**src/rtl/whack_score_keeper_pkg.sv**
```systemverilog
// Shared definitions for the whack-a-LED scoring stage: game states,
// the BCD score ceiling and the default lane count.
package whack_score_keeper_pkg;

  typedef enum logic [1:0] {
    IDLE = 2'd0,
    PLAY = 2'd1,
    OVER = 2'd2
  } game_state_t;

  localparam logic [15:0] BCD_MAX    = 16'h9999;
  localparam int          LANE_WIDTH = 18;

  function automatic logic [3:0] bcd_digit_inc(input logic [3:0] digit);
    return (digit == 4'd9) ? 4'd0 : digit + 4'd1;
  endfunction

endpackage

```
**src/rtl/whack_score_keeper_bcd_counter4.sv**
```systemverilog
// Four-digit packed-BCD incrementer with synchronous clear and saturation
// at 9999. count_next exposes the value the register will take this edge.
module whack_score_keeper_bcd_counter4
  import whack_score_keeper_pkg::*;
(
  input  logic        CLOCK_50,
  input  logic        rst,
  input  logic        clear,
  input  logic        enable,
  output logic [15:0] count,
  output logic [15:0] count_next
);

  logic [15:0] count_reg;
  logic [15:0] incremented;
  logic [3:0]  carry;
  logic [2:0]  is_nine;

  // A digit advances only when every lower digit is about to wrap from 9.
  genvar gi;
  generate
    for (gi = 0; gi < 4; gi++) begin : g_digit
      if (gi == 0) begin : g_lsd
        assign carry[gi] = 1'b1;
      end else begin : g_upper
        assign carry[gi] = carry[gi-1] & is_nine[gi-1];
      end
      if (gi < 3) begin : g_nine
        assign is_nine[gi] = (count_reg[gi*4 +: 4] == 4'd9);
      end
      assign incremented[gi*4 +: 4] = carry[gi] ? bcd_digit_inc(count_reg[gi*4 +: 4])
                                                : count_reg[gi*4 +: 4];
    end
  endgenerate

  always_comb begin
    count_next = count_reg;
    if (clear) begin
      count_next = '0;
    end else if (enable && (count_reg != BCD_MAX)) begin
      count_next = incremented;
    end
  end

  always_ff @(posedge CLOCK_50) begin
    if (rst) begin
      count_reg <= '0;
    end else begin
      count_reg <= count_next;
    end
  end

  assign count = count_reg;

endmodule

```
**src/rtl/whack_score_keeper.sv**
```systemverilog
// Judges switch edges against the lit-LED mask, keeps score, lives and best
// score, and runs the IDLE/PLAY/OVER game state machine.
module whack_score_keeper
  import whack_score_keeper_pkg::*;
#(
  parameter int WIDTH = LANE_WIDTH,
  parameter int LIVES = 3
) (
  input  logic             CLOCK_50,
  input  logic             rst,
  input  logic             start,
  input  logic [WIDTH-1:0] edge_detect,
  input  logic [WIDTH-1:0] led_mask,
  output logic [WIDTH-1:0] clear_mask,
  output logic             hit_pulse,
  output logic             miss_pulse,
  output logic [15:0]      score_bcd,
  output logic [15:0]      best_bcd,
  output logic [2:0]       lives,
  output logic             game_active,
  output logic             game_over
);

  localparam logic [2:0] LIVES_INIT = LIVES[2:0];

  game_state_t      state_reg;
  logic [WIDTH-1:0] clear_mask_reg;
  logic             hit_pulse_reg;
  logic             miss_pulse_reg;
  logic [15:0]      best_reg;
  logic [2:0]       lives_reg;
  logic             game_active_reg;
  logic             game_over_reg;

  logic [WIDTH-1:0] hits;
  logic [WIDTH-1:0] misses;
  logic             any_hit;
  logic             any_miss;
  logic             reload;
  logic [2:0]       lives_after;
  logic [15:0]      score_next;

  // Edges only count while playing; any number of lanes costs at most one point/life.
  assign hits        = edge_detect & led_mask;
  assign misses      = edge_detect & ~led_mask;
  assign any_hit     = (state_reg == PLAY) && (|hits);
  assign any_miss    = (state_reg == PLAY) && (|misses);
  assign reload      = start && (state_reg != PLAY);
  assign lives_after = lives_reg - {2'b00, any_miss};

  whack_score_keeper_bcd_counter4 u_score (
    .CLOCK_50   (CLOCK_50),
    .rst        (rst),
    .clear      (reload),
    .enable     (any_hit),
    .count      (score_bcd),
    .count_next (score_next)
  );

  always_ff @(posedge CLOCK_50) begin
    if (rst) begin
      state_reg       <= IDLE;
      clear_mask_reg  <= '0;
      hit_pulse_reg   <= 1'b0;
      miss_pulse_reg  <= 1'b0;
      best_reg        <= '0;
      lives_reg       <= '0;
      game_active_reg <= 1'b0;
      game_over_reg   <= 1'b0;
    end else begin
      clear_mask_reg <= '0;
      hit_pulse_reg  <= 1'b0;
      miss_pulse_reg <= 1'b0;
      unique case (state_reg)
        PLAY: begin
          clear_mask_reg <= hits;
          hit_pulse_reg  <= any_hit;
          miss_pulse_reg <= any_miss;
          lives_reg      <= lives_after;
          if (lives_after == 3'd0) begin
            state_reg       <= OVER;
            game_active_reg <= 1'b0;
            game_over_reg   <= 1'b1;
            // Use the post-hit score so a hit on the final cycle still counts.
            if (score_next > best_reg) begin
              best_reg <= score_next;
            end
          end
        end
        default: begin
          if (reload) begin
            state_reg       <= PLAY;
            lives_reg       <= LIVES_INIT;
            game_active_reg <= 1'b1;
            game_over_reg   <= 1'b0;
          end
        end
      endcase
    end
  end

  assign clear_mask  = clear_mask_reg;
  assign hit_pulse   = hit_pulse_reg;
  assign miss_pulse  = miss_pulse_reg;
  assign best_bcd    = best_reg;
  assign lives       = lives_reg;
  assign game_active = game_active_reg;
  assign game_over   = game_over_reg;

endmodule

```
**config.mk**
```make
export PLATFORM = sky130hd
export DESIGN_NAME = whack_score_keeper
export DESIGN_NICKNAME = d
export VERILOG_FILES = /design/src/rtl/whack_score_keeper_pkg.sv /design/src/rtl/whack_score_keeper_bcd_counter4.sv /design/src/rtl/whack_score_keeper.sv
export SDC_FILE = /design/constraint.sdc
export NUM_CORES = 1
export LEC_CHECK = 0
export ABC_AREA = 1
export CORE_MARGIN = 2
export CORE_UTILIZATION = 43
export CTS_CLUSTER_DIAMETER = 40
export DETAILED_ROUTE_END_ITERATION = 10
export PLACE_DENSITY = 0.83
export SETUP_SLACK_MARGIN = 0.2
export SLEW_MARGIN = 5
export SYNTH_ARGS = -nofsm -noshare
export SYNTH_HDL_FRONTEND = slang
export SYNTH_SLANG_ARGS = --single-unit
```
**constraint.sdc**
```tcl
create_clock -name CLOCK_50 -period 2.65 [get_ports CLOCK_50]
set_input_delay 0.53 -clock CLOCK_50 [delete_from_list [all_inputs] [get_ports CLOCK_50]]
set_output_delay 0.53 -clock CLOCK_50 [all_outputs]
set_load 0.01 [all_outputs]
```
==> results by group, run 1 <==
CTS
  – TritonCTS sink count: 57
  – TritonCTS clock tree: built
  – Worst-Skew Late Latency: 370 ps
  – Num CTS Buffers: 9
  – H-tree Lvls: 3
  – Clock transition at the registers of the reported paths: 70 ps
  – Hold-fix buffers, CTS: 0
  – Clock root buffer: clkbuf_8
  – Clk buf depth: 2

Synth
  – Synth top area share: 36.2%
  – Synth top area cells: dfxtp_1 36%, nand2_1 15%, inv_1 9.5%
  – Synth warnings: 0
  – Yosys top cell by area: dfxtp_1
  – Post-synthesis sequential element count: 57
  – FFs w/ async S/R, synth: 0%
  – Syn Area/Cell: 6.65 µm²
  – Seq/Total Area, Yosys: 36.2%
  – Post-Syn Instances: 474
  – Number of synthesized flops with an enable pin: 0
  – Top_reg_cell synth: dfxtp_1
  – Mapped cell area: 3150 µm²
  – Syn nets: 531
  – Netlist cell types: 29

Routing
  – DRT Wirelength: 17.8 mm
  – DR vias/cell: 6.08
  – ANT nets after route: 0
  – Initial DRT Pass Iterations: 7
  – Vias: 4819
  – Routed wire per std cell: 22.5 µm
  – DRC viols: 0
  – DRT iter0 DRCs: 627

STA
  – Slew margin rel.: 47.5%
  – Worst hold margin: 469 ps
  – Final setup margin: -520 ps
  – Final setup viols: 16
  – Slew @ Worst Pin: 786 ps
  – Setup TNS: -6520 ps
  – RSZ-0062 raised after global routing: yes
  – Fin. Hold Viols: 0
  – Max Freq: 0.315 GHz
  – Slew Limit Fails: 0
  – Min Tclk post-route: 3170 ps
  – Final Cycle Share: 120%
  – Max Clock Skew: 21.7 ps

Worst setup path
  – Startpoint class of the critical path: register
  – Worst Path Arrival: 3420 ps
  – CP Capture Type: register
  – Required @ worst endpoint: 2900 ps
  – Crit-path max FO: 5
  – Crit Path Category: reg -> reg

Cells and area
  – Final #Nets: 746
  – Design area: 5970 µm²
  – Area growth, synth to finish: 89.4%
  – Fraction of layout cells with a size suffix above 1: 45.7%
  – Max FFs per register: 18
  – Ant diodes: 0

Place
  – RD Place Congestion: 0.918
  – Placement-stage cell area: 4740 µm²
  – Dpl ws: -938 ps
  – HPWL after DPL: 7.47 mm
  – PortBufs: 95

Global route
  – Initial antenna violation count: 0
  – First-pass GRT wire length: 22.0 mm
  – Largest net degree at the start of global routing: 22
  – GRT Resource Usage Total: 36.6%
  – Global route overflow: 0
  – Vias in the first global route: 4421

Die
  – Row count: 31
  – Core Region: 7180 µm²
  – Initial Util: 43.9%
  – Die area: 8030 µm²
  – IO Count: 96
  – Die X: 89.6 µm
  – Die height: 89.6 µm

Power and ir drop
  – PwrDens: 523 nW/µm²
  – Leakage power: 0.00282 µW
  – VDD IR-drop max: 0.531 mV

Status
  – Status: finished with violations
  – Failing checks: setup timing

Worst hold path
  – Hold Path Class: in -> reg

Job
  – Max Cap Viol: 0
Yosys cell counts, types with 2 or more instances:
master / count
clkinv_1: 2
xor2_1: 3
nand2_1: 124
nand2_2: 5
buf_6: 2
nor3_1: 2
nand3_1: 32
nor2_1: 63
inv_2: 2
o21ai_0: 10
dfxtp_1: 57
nand4_1: 14
clkbuf_1: 5
a21oi_1: 26
nor2_4: 3
a221oi_1: 4
o22ai_1: 5
nand3_2: 2
buf_2: 5
a21oi_2: 2
ha_1: 18
inv_1: 80
a211oi_1: 2
routing by layer:
metal | GRT usage [%] | up-vias | wire length (µm)
met2 | 61.4 | 480 | 8130
met3 | 8.04 | 189 | 1840
li1 | - | 1935 | -
met1 | 40.7 | 2215 | 5960
met5 | 0 | - | 0
met4 | 26.2 | 0 | 1890
cells by family (layout without fill, tap and decap cells):
kind of cell,Yosys count,in the layout,synth area share (%)
and+or+nand+nor,248,250,34.0
adders and majority gates,18,18,7.15
DFF,57,57,36.2
buffers and inverters,97,315,12.4
xor gates and xnor gates,4,4,1.11
AOI/OAI and AO/OA,50,50,9.13
repair_timing:
action	in CTS	in global routing
buffers inserted	44	11
endpoints found under the hold margin	0	0
resized for setup	217	76
setup endpoints to repair	19	19
gates cloned	3	0
pin swaps	52	37
layout make-up:
class	instances	area (µm²)
repair buffers	215	1850
inverters	84	329
clock buffers	10	138
fillers	328	1210
well taps	99	124
flip-flops and latches	57	1150
multi-input cells	322	2320
clock inverters	6	57.6
placed cells by master (no fill, tap or decap), drive strengths merged, types with 2 or more instances in the layout:
cell	count
clkdlybuf4s15	9
ha	18
nand3	34
xor2	3
dfxtp	57
clkdlybuf4s50	58
a21oi	28
a221oi	4
nor3	3
inv	82
clkinv	6
o21ai	10
nand2	132
a211oi	2
clkbuf	10
nor2	66
o22ai	5
dlygate4sd2	4
buf	144
nand4	14
through the flow:
step | util (%) | power (µW) | instances
2_1_floorplan | - | 1370 | 474
3_3_place_gp | 66.1 | 1680 | 719
3_5_place_dp | 66.1 | 1710 | 719
4_1_cts | 77.4 | 2790 | 782
5_1_grt | 83.2 | 3210 | 793
6_report | 83.2 | 3120 | 793
worst max-delay path, stage by stage (launching register included):
cell     delay, ps
dfxtp_1        350
inv_1          130
nand2_1        140
nor2_4         140
inv_2           60
nor2_4         150
nand2_4        100
buf_4          160
buf_2          150
nand3_1        110
nand3_2        130
inv_2           90
ha_4           200
a21oi_1        230
o21ai_1        130
nand3_2        120
nand3_4        140
buf_4          180
nand2_4         80
nand2_1         80
nand2_1        120
a21oi_2         50
power by group:
part	switching (µW)	internal (µW)	leakage, µW
Combinational	740	570	0.00225
Clock	403	453	0.000102
Sequential	42.3	913	0.000465
path summary, 6_finish.rpt:
check	start	to	slack (ps)	cells past startpoint
worst max-delay path	u_score.count[10]	best_bcd[4]	-520	21
worst min-delay path	led_mask[6]	clear_mask[6]	470	3
worst max register to register	u_score.count[10]	best_bcd[4]	-520	21
worst min register to register	lives[2]	lives[2]	510	2
Power figures use the tool's default switching activity.
==> run 2, diff against run 1 <==
CORE_MARGIN = unset   (was 2)
CORE_UTILIZATION = 36   (was 43)
PLACE_DENSITY = 0.73   (was 0.83)
==> run 2 against run 1 <==
  * The flow still finishes with violations (setup timing)
  * Global-route usage decreased by 9.4 points
  * Clock power is 2% lower
  * Clock-buffer cell count unchanged
  * Clock skew fell by 8.9 ps
  * Cell count is 2.6% higher
  * Worst setup slack improved by 260 ps
==> results by group, run 2 (same netlist as run 1, synthesis figures left out) <==
CTS
  – TritonCTS clock tree: built (unchanged)
  – Clock root buffer: clkbuf_8 (unchanged)
  – Clock transition at the registers of the reported paths: 80 ps (was 70 ps)
  – Worst-Skew Late Latency: 350 ps (was 370 ps)
  – Clk buf depth: 2 (unchanged)
  – Num CTS Buffers: 9 (unchanged)
  – H-tree Lvls: 3 (unchanged)
  – TritonCTS sink count: 57 (unchanged)

Cells and area
  – Final #Nets: 761 (was 746)
  – Ant diodes: 0 (unchanged)
  – Commonest non-fill, non-tap cells in the layout: 93 x buf_4, 69 x nand2_1, 69 x inv_1 (was 97 x buf_4, 71 x nand2_1, 67 x inv_1)
  – Fraction of layout cells with a size suffix above 1: 48.1% (was 45.7%)
  – Max FFs per register: 18 (unchanged)
  – Area growth, synth to finish: 94.8% (was 89.4%)
  – Post-route insts no fill: 814 (was 793)
  – Commonest non-fill, non-tap cell in the layout: buf_4 (unchanged)

STA
  – Final setup margin: -264 ps (was -520 ps)
  – Max Clock Skew: 12.8 ps (was 21.7 ps)
  – Slew Limit Fails: 0 (unchanged)
  – Slew @ Worst Pin: 669 ps (was 786 ps)
  – Final Cycle Share: 110% (was 120%)
  – RSZ-0062 raised after global routing: yes (unchanged)
  – Final setup viols: 16 (unchanged)
  – Max Freq: 0.343 GHz (was 0.315 GHz)
  – Fin. Hold Viols: 0 (unchanged)
  – Slew margin rel.: 55.3% (was 47.5%)
  – Setup TNS: -3670 ps (was -6520 ps)
  – Min Tclk post-route: 2910 ps (was 3170 ps)
  – Worst hold margin: 452 ps (was 469 ps)

Place
  – HPWL after DPL: 7.33 mm (was 7.47 mm)
  – PortBufs: 95 (unchanged)
  – RD Place Congestion: 0.899 (was 0.918)
  – Dpl ws: -942 ps (was -938 ps)
  – DP Cell Count: 725 (was 719)

Power and ir drop
  – Leakage power: 0.00291 µW (was 0.00282 µW)
  – Sequential share of power: 31.3% (was 30.6%)
  – PwrDens: 493 nW/µm² (was 523 nW/µm²)
  – Power share of the clock group: 27.8% (was 27.4%)
  – Switching share of power: 36.7% (was 38.0%)
  – Sw power: 1110 µW (was 1190 µW)
  – VDD IR-drop max: 0.331 mV (was 0.531 mV)
  – Overall Power: 3020 µW (was 3120 µW)
  – Int Pwr: 1920 µW (was 1940 µW)
  – Combinational Power Share: 40.9% (was 42.0%)

Global route
  – Vias in the first global route: 4066 (was 4421)
  – Global route overflow: 0 (unchanged)
  – First-pass GRT wire length: 18.8 mm (was 22.0 mm)
  – Initial antenna violation count: 0 (unchanged)
  – Largest net degree at the start of global routing: 22 (unchanged)
  – GRT Resource Usage Total: 27.2% (was 36.6%)

Worst hold path
  – Hold depth: 3 (unchanged)
  – Endpoint, Worst Hold: clear_mask[6] (unchanged)
  – Min-Delay Startpoint: led_mask[6] (unchanged)
  – Hold Path Class: in -> reg (unchanged)

Worst setup path
  – Startpoint class of the critical path: register (unchanged)
  – Reg2Reg Depth: 20 (was 21)
  – Reg-to-reg startpoint: u_score.count[1] (was u_score.count[10])
  – Crit-path max FO: 6 (was 5)
  – R2R setup slack: -260 ps (was -520 ps)
  – Required @ worst endpoint: 2930 ps (was 2900 ps)
  – R2r endpoint: best_bcd[7] (was best_bcd[4])
  – Crit Path Category: reg -> reg (unchanged)
  – Worst Path Arrival: 3200 ps (was 3420 ps)
  – CP Capture Type: register (unchanged)

Routing
  – DRC viols: 0 (unchanged)
  – ANT nets after route: 0 (unchanged)
  – DR vias/cell: 5.46 (was 6.08)
  – DRT iter0 DRCs: 315 (was 627)
  – Routed wire per std cell: 18.1 µm (was 22.5 µm)
  – Initial DRT Pass Iterations: 7 (unchanged)
  – Vias: 4444 (was 4819)
  – DRT Wirelength: 14.7 mm (was 17.8 mm)

Status
  – Failing checks: setup timing (unchanged)
  – Status: finished with violations (unchanged)

Die
  – Die height: 95.6 µm (was 89.6 µm)
  – IO Count: 96 (unchanged)
  – Die area: 9130 µm² (was 8030 µm²)
  – Core Region: 8340 µm² (was 7180 µm²)
  – Initial Util: 37.8% (was 43.9%)
  – Die X: 95.6 µm (was 89.6 µm)
  – Row count: 33 (was 31)

Job
  – Max Cap Viol: 0 (unchanged)
## run 2: cell types whose count changed in the layout (fill, tap and decap cells not counted), sizes merged
cell,change
inv,+1
buf,+17
dlygate4sd2,-3
clkbuf,+5
nand2,+1
clkdlybuf4s15,-6
## run 2: cell type report
class,instances,area (µm²)
clock inverters,6,57.6
well taps,105,131
clock buffers,10,138
flip-flops and latches,57,1150
inverters,84,324
repair inverters,1,8.76
repair buffers,228,2010
fillers,531,2200
multi-input cells,323,2320
## run 2: worst max-delay path by stage
| stage | start | end |
|---|---|---|
| 6_report | u_score.count[1] | best_bcd[7] |
| 3_3_place_gp | edge_detect[5] | best_bcd[9] |
| 5_1_grt | u_score.count[1] | best_bcd[5] |
| 3_5_place_dp | edge_detect[0] | best_bcd[7] |
| 4_1_cts | u_score.count[2] | best_bcd[15] |
| 2_1_floorplan | edge_detect[0] | best_bcd[11] |
## run 2: through the flow
stage                     area [µm²]  util, %
after floorplan                 3270        -
after global placement          4750     57.0
after detailed placement        4750     57.0
after CTS                       5620     67.4
after global routing            6140     73.6
final                           6140     73.6
## run 2: what timing repair did
item,in CTS,in global routing
gates resized for setup,211,127
hold buffers,0,0
buffers inserted,64,5
setup endpoints to repair,19,20
cloned,4,0
pin swaps,55,48
## run 2: worst max-delay path, cell delays in order (launching register included)
cell,delay (ps)
dfxtp_2,330
inv_2,70
nand2_4,60
nor2_4,240
nand2_4,110
nor2_4,130
nand2_4,100
nand3_4,190
buf_6,150
nand2_2,50
nand3_2,70
inv_2,70
ha_4,280
nand4_1,150
nor2_4,150
nand2_2,90
nand3_4,180
nand2_8,120
nand2_2,100
nand2_2,60
a21oi_2,130
## run 2: power by group through the flow
stage / clock network, µW / logic [µW] / registers, µW
final: 842 / 1240 / 947
after CTS: 822 / 958 / 943
after detailed placement: 0 / 744 / 961
after global routing: 895 / 1310 / 951
after global placement: 0 / 728 / 960
after floorplan: 0 / 376 / 989
## run 2: metal layers
layer | vias up | part of all wire [%] | wire length, µm | global-route usage (%)
li1 | 1956 | - | - | -
met1 | 2064 | 36 | 5260 | 29.0
met2 | 288 | 49 | 7260 | 48.3
met3 | 136 | 6.2 | 910 | 4.94
met4 | 0 | 8.7 | 1280 | 19.0
met5 | - | 0 | 0 | 0
